[config.mk]
export PLATFORM = sky130hd
export DESIGN_NAME = sh2_irl_encoder
export DESIGN_NICKNAME = d
export VERILOG_FILES = /design/src/rtl/sh2_irl_encoder.sv
export SDC_FILE = /design/constraint.sdc
export NUM_CORES = 1
export LEC_CHECK = 0
export ABC_CLOCK_PERIOD_IN_PS = 30700
export CELL_PAD_IN_SITES_DETAIL_PLACEMENT = 1
export CELL_PAD_IN_SITES_GLOBAL_PLACEMENT = 1
export CORE_MARGIN = 2
export CORE_UTILIZATION = 35
export DETAILED_ROUTE_END_ITERATION = 12
export PLACE_DENSITY_LB_ADDON = 0.05
export SKIP_LAST_GASP = 1
export SLEW_MARGIN = 25
export SYNTH_ARGS = -nofsm -noshare
export SYNTH_HDL_FRONTEND = slang
export SYNTH_SLANG_ARGS = --single-unit
[constraint.sdc]
create_clock -name CLK -period 30.7 [get_ports CLK]
set_input_delay 3.07 -clock CLK [delete_from_list [all_inputs] [get_ports CLK]]
set_output_delay 3.07 -clock CLK [all_outputs]
set_load 0.02 [all_outputs]
[src/rtl/sh2_irl_encoder.sv]
// IRL encoder / external vector responder facing the SH7604 INTC.
// Define IRLENC_LEVEL_SRC_EN for level-sensitive sources (default: edge-latched).
module sh2_irl_encoder #(
  parameter int          NUM_SRC  = 8,
  parameter int          GAP_CYC  = 6,
  parameter logic [7:0]  SPUR_VEC = 8'h18
) (
  input  logic                   CLK,
  input  logic                   RST,
  input  logic                   CE,
  input  logic [NUM_SRC-1:0]     SRC_IRQ,
  input  logic [NUM_SRC-1:0]     SRC_CLR,
  input  logic [4*NUM_SRC-1:0]   SRC_LVL,
  input  logic [8*NUM_SRC-1:0]   SRC_VEC,
  output logic [3:0]             IRL_N,
  input  logic [3:0]             VBUS_A,
  input  logic                   VBUS_REQ,
  output logic [7:0]             VBUS_DI,
  output logic                   VBUS_WAIT,
  output logic                   BUSY
);

  localparam int IW = (NUM_SRC > 1) ? $clog2(NUM_SRC) : 1;
  localparam int CW = (GAP_CYC > 1) ? $clog2(GAP_CYC) : 1;

  typedef enum logic [1:0] {
    S_IDLE,
    S_DRIVE,
    S_RESP,
    S_GAP
  } state_t;

  state_t           r_state;
  state_t           w_nxt;
  logic [NUM_SRC-1:0] r_irq_s;
  logic [IW-1:0]    r_cur_idx;
  logic [IW-1:0]    w_nxt_idx;
  logic [3:0]       r_cur_lvl;
  logic [3:0]       w_nxt_lvl;
  logic [7:0]       r_vdi;
  logic [7:0]       w_nxt_vdi;
  logic             r_match;
  logic             w_nxt_match;
  logic             r_drv;
  logic             w_nxt_drv;
  logic [CW-1:0]    r_cnt;
  logic [CW-1:0]    w_nxt_cnt;
  logic [3:0]       r_irl;
  logic [3:0]       w_nxt_irl;

  logic [NUM_SRC-1:0] w_pend;
  logic [NUM_SRC-1:0] w_keep;
  logic [IW-1:0]    w_cand_idx;
  logic [3:0]       w_cand_lvl;
  logic             w_has_cand;
  logic [7:0]       w_cur_vec;
  logic             w_cur_drop;
  logic             w_vmatch;

`ifdef IRLENC_LEVEL_SRC_EN
  assign w_pend = r_irq_s;
  assign w_keep = r_irq_s;
`else
  logic [NUM_SRC-1:0] r_irq_d;
  logic [NUM_SRC-1:0] r_pend;
  logic [NUM_SRC-1:0] w_rise;
  logic [NUM_SRC-1:0] w_served;

  assign w_rise = r_irq_s & ~r_irq_d;
  assign w_pend = r_pend;
  // Pending bits surviving this cycle, ignoring a fetch completion.
  assign w_keep = (r_pend & ~SRC_CLR) | w_rise;

  always_comb begin
    w_served = '0;
    if (r_state == S_RESP && !VBUS_REQ && r_match) begin
      for (int i = 0; i < NUM_SRC; i++) begin
        if (IW'(i) == r_cur_idx) w_served[i] = 1'b1;
      end
    end
  end

  always_ff @(posedge CLK or posedge RST) begin
    if (RST) begin
      r_irq_d <= '0;
      r_pend  <= '0;
    end else if (CE) begin
      r_irq_d <= r_irq_s;
      r_pend  <= (r_pend & ~SRC_CLR & ~w_served) | w_rise;
    end
  end
`endif

  // Highest level wins; strict compare keeps the lowest index on ties.
  always_comb begin
    w_cand_idx = '0;
    w_cand_lvl = '0;
    for (int i = 0; i < NUM_SRC; i++) begin
      if (w_pend[i] && SRC_LVL[4*i +: 4] > w_cand_lvl) begin
        w_cand_lvl = SRC_LVL[4*i +: 4];
        w_cand_idx = IW'(i);
      end
    end
  end

  assign w_has_cand = (w_cand_lvl != 4'd0);

  always_comb begin
    w_cur_vec  = '0;
    w_cur_drop = 1'b0;
    for (int i = 0; i < NUM_SRC; i++) begin
      if (IW'(i) == r_cur_idx) begin
        w_cur_vec  = SRC_VEC[8*i +: 8];
        w_cur_drop = ~w_keep[i];
      end
    end
  end

  assign w_vmatch = (VBUS_A == r_cur_lvl);

  always_comb begin
    w_nxt       = r_state;
    w_nxt_idx   = r_cur_idx;
    w_nxt_lvl   = r_cur_lvl;
    w_nxt_vdi   = r_vdi;
    w_nxt_match = r_match;
    w_nxt_drv   = r_drv;
    w_nxt_cnt   = r_cnt;
    unique case (r_state)
      S_IDLE: begin
        if (VBUS_REQ) begin
          w_nxt       = S_RESP;
          w_nxt_vdi   = SPUR_VEC;
          w_nxt_match = 1'b0;
          w_nxt_drv   = 1'b0;
        end else if (w_has_cand) begin
          w_nxt     = S_DRIVE;
          w_nxt_idx = w_cand_idx;
          w_nxt_lvl = w_cand_lvl;
        end
      end
      S_DRIVE: begin
        if (VBUS_REQ) begin
          w_nxt       = S_RESP;
          w_nxt_match = w_vmatch;
          w_nxt_vdi   = w_vmatch ? w_cur_vec : SPUR_VEC;
          w_nxt_drv   = 1'b1;
        end else if (w_has_cand && w_cand_lvl > r_cur_lvl) begin
          w_nxt_idx = w_cand_idx;
          w_nxt_lvl = w_cand_lvl;
        end else if (w_cur_drop) begin
          w_nxt     = S_GAP;
          w_nxt_cnt = CW'(GAP_CYC - 1);
        end
      end
      S_RESP: begin
        if (!VBUS_REQ) begin
          if (r_match) begin
            w_nxt     = S_GAP;
            w_nxt_cnt = CW'(GAP_CYC - 1);
          end else if (r_drv) begin
            w_nxt = S_DRIVE;
          end else begin
            w_nxt = S_IDLE;
          end
        end
      end
      S_GAP: begin
        if (VBUS_REQ) begin
          w_nxt       = S_RESP;
          w_nxt_vdi   = SPUR_VEC;
          w_nxt_match = 1'b0;
          w_nxt_drv   = 1'b0;
        end else if (r_cnt == '0) begin
          w_nxt = S_IDLE;
        end else begin
          w_nxt_cnt = r_cnt - 1'b1;
        end
      end
      default: w_nxt = S_IDLE;
    endcase
  end

  // IRL is registered from the next state so it never glitches.
  always_comb begin
    w_nxt_irl = 4'hF;
    if (w_nxt == S_DRIVE || (w_nxt == S_RESP && w_nxt_drv)) begin
      w_nxt_irl = ~w_nxt_lvl;
    end
  end

  always_ff @(posedge CLK or posedge RST) begin
    if (RST) begin
      r_state   <= S_IDLE;
      r_irq_s   <= '0;
      r_cur_idx <= '0;
      r_cur_lvl <= '0;
      r_vdi     <= 8'h00;
      r_match   <= 1'b0;
      r_drv     <= 1'b0;
      r_cnt     <= '0;
      r_irl     <= 4'hF;
    end else if (CE) begin
      r_state   <= w_nxt;
      r_irq_s   <= SRC_IRQ;
      r_cur_idx <= w_nxt_idx;
      r_cur_lvl <= w_nxt_lvl;
      r_vdi     <= w_nxt_vdi;
      r_match   <= w_nxt_match;
      r_drv     <= w_nxt_drv;
      r_cnt     <= w_nxt_cnt;
      r_irl     <= w_nxt_irl;
    end
  end

  assign IRL_N     = r_irl;
  assign VBUS_DI   = r_vdi;
  assign VBUS_WAIT = VBUS_REQ & (r_state != S_RESP);
  assign BUSY      = (r_state != S_IDLE);

endmodule

==> flow_summary.yaml <==
outcome:
  outcome: "complete, no violations"
power_and_ir_drop:
  leakage_nw: 2.75
  powerDensity_nw_per_um2: 84.5
  ir_drop_uv: 45.7
sta:
  fmax_ghz: 0.0551
  slew_viol_final: 0
  hold_viol_final: 0
  setup_tns_ps: 0
  worstMarginPinSlew_ps: 1010
  finalClockSkew_ps: 5.01
  grt_setup_unrepaired: "false"
  min_period_ps: 18150
  maxSlewHeadroom_pct: 32.9
  setup_viol: 0
  min_period_over_period_pct: 59.1
  holdWs_ps: 493
clock_network:
  htreeDepth: 2
  clkSlewWorstSetupHoldPaths_ps: 70
  cts_resized: 0
  cts_hold_buf: 0
  cts_root_buf: "clkbuf_16"
  cts-buffers-inserted: 5
  cts_buffer_depth: 2
  post_cts_buffers: 0
  cts_tree: "yes"
  cts_sinks: 50
  clkLatencyLatePin_ps: 300
route:
  first_pass_iters: 4
  vias_per_cell: 5.70
  ant_nets: 0
  dr_total_vias: 5097
  routed_wl_um: 16800
  post_drt_wl_per_cell_um: 18.8
  drc: 0
  drtIter0Drc: 229
layout:
  most-common-layout-cells: "clkdlybuf4s50_1 (132), a21oi_1 (56), nand2_1 (53), inv_1 (51), dfrtp_1 (46)"
  diodes: 0
  drive_gt1_share_pct: 7.24
  final_common_cell: "clkdlybuf4s50_1"
  area_growth_pct: 33.5
  num-fill-cells: 1617
  nets: 870
floorplanning:
  die-area_um2: 14800
  initial_core_util_pct: 36.2
  fp.dieW_um: 122
  num_rows: 42
  core-area_um2: 13400
  chipHeight_um: 122
  num_io_pins: 134
synth:
  synthAdderAreaFrac_pct: 8.52
  syn_avg_cell_area_um2: 8.05
  synth_compound_area_share_pct: 29.5
  ys_types: 67
  ys_seq_area_share_pct: 25.9
  netlist_area_um2: 4850
  synth-async-reset-ratio_pct: 100
  synth_top_family_by_area: "compound AO/OA/AOI/OAI gates"
  synth_edf_count: 0
  synth_mux_area_share_pct: 10.4
  synthCells: 602
  synth-seq-cells: 50
  synth_ff_type: "dfrtp_1"
  synthXorXnorAreaFrac_pct: 1.08
  yosys.area_share.simple_pct: 18.3
  synth_fp_nets: 755
  yosysWarningCount: 0
worst_setup_path:
  crit_type: "input pin to register"
  crit_arrival_ps: 18370
  cp_max_fo: 8
  cp-start-kind: "input pin"
  cp-end-kind: "register"
  cp.required_ps: 30930
  slowest_stage: "o21ai_0"
  cpMostUsedCell: "ha_1"
  slowest_delay_ps: 610
grt:
  grt_pass1_vias: 5319
  grt_pass1_wl_um: 26700
  grt_usage_pct: 22.5
  grt_max_degree: 59
  overflow: 0
  grt_antenna_before_repair: 0
placed_design:
  io_buffers: 133
  place.gp.congestion: 0.911
  hpwl_um: 13300
hold_path:
  min_path_type: "register to register"
job:
  cap_violations: 0
where the power goes:
part / leakage [nW] / internal [mW] / switching, mW
registers: 0.599 / 0.0834 / 0.0210
clock network: 0.0781 / 0.0386 / 0.0252
logic: 2.07 / 0.156 / 0.222
total: 2.75 / 0.278 / 0.269
cell families (layout without fill, tap and decap cells):
| family | count (synthesis) | count (layout) |
|---|---|---|
| xor gates and xnor gates | 6 | 6 |
| AOI/OAI and AO/OA | 205 | 205 |
| muxes | 47 | 47 |
| and+or+nand+nor | 181 | 181 |
| adders and majority gates | 33 | 33 |
| buffers and inverters | 80 | 196 |
| DFF | 50 | 50 |
flip-flops by register name, summed over array words and instances, names as in the netlist:
| register | count |
|---|---|
| r_irq_d | 8 |
| r_drv | 1 |
| IRL_N | 4 |
| r_state | 2 |
| r_cur_idx | 3 |
| r_cnt | 3 |
| r_irq_s | 8 |
| r_pend | 8 |
| r_cur_lvl | 4 |
| r_match | 1 |
| VBUS_DI | 8 |
per-layer routing:
metal,up-vias,GRT usage [%],wire (um)
li1,2449,-,-
met1,2514,27.9,7310
met2,113,41.0,8570
met3,21,3.18,640
met4,0,5.89,281
met5,-,0,0
layout make-up:
type / count / area (um^2) / area share, %
Tap cell: 176 / 220 / 3.40
Sequential cell: 50 / 1260 / 19.4
Inverter: 52 / 195 / 3.02
Timing Repair Buffer: 136 / 1350 / 20.8
Clock buffer: 7 / 133 / 2.05
Clock inverter: 1 / 30.0 / 0.464
Multi-Input combinational cell: 472 / 3290 / 50.8
critical path, delay by kind of cell:
kind,cells,cell delay (ps)
AOI/OAI and AO/OA,28,7050
adders and majority gates,8,2110
muxes,6,2240
buffers and inverters,6,830
and+or+nand+nor,17,3040
final timing paths:
path	from	endpoint	slack, ps	depth (start not counted)
max reg2reg	r_pend[0]	IRL_N[2]	15310	64
min in group asynchronous	RST	VBUS_DI[3]	3260	3
max in group asynchronous	RST	VBUS_DI[1]	26940	3
min	IRL_N[1]	IRL_N[1]	490	2
min reg2reg	IRL_N[1]	IRL_N[1]	490	2
max	SRC_LVL[2]	IRL_N[2]	12550	65
cells in the mapped netlist (all sizes together), types with 3 or more instances:
library cell  number  area (um^2)
a21oi             58          298
nand2             53          199
inv               52          195
dfrtp             46         1150
o21ai             39          195
nor2              38          143
ha                33          413
mux2              26          293
mux2i             21          210
nor2b             21          134
clkbuf            19         71.3
nand3             14         70.1
a22o              12          105
nor3              12         60.1
o211ai            12          100
a32o              10          100
nand2b            10         62.6
a31oi              9         56.3
buf                9         37.5
a21o               6         45.0
a22oi              6         45.0
a211o              5         43.8
a211oi             5         42.5
and2               5         31.3
and3               5         31.3
nand4              5         31.3
nor4               5         31.3
o21a               5         37.5
or2                5         31.3
a311oi             4         58.8
dfstp              4          105
o221ai             4         35.0
o311ai             4         42.6
o31ai              4         30.0
nand3b             3         22.5
o211a              3         30.0
o22ai              3         18.8
xnor2              3         26.3
xor2               3         26.3
through the flow:
stage	utilization [%]	worst slack, ps	std cells	instance area, um^2	total power, mW
3_5_place_dp	47.1	12430	886	6310	0.480
5_1_grt	48.3	11200	894	6470	0.595
6_report	48.3	12550	894	6470	0.547
2_1_floorplan	-	14950	602	4850	0.369
4_1_cts	48.3	12690	894	6470	0.547
3_3_place_gp	47.1	13170	886	6310	0.465
Power figures use the tool's default switching activity.
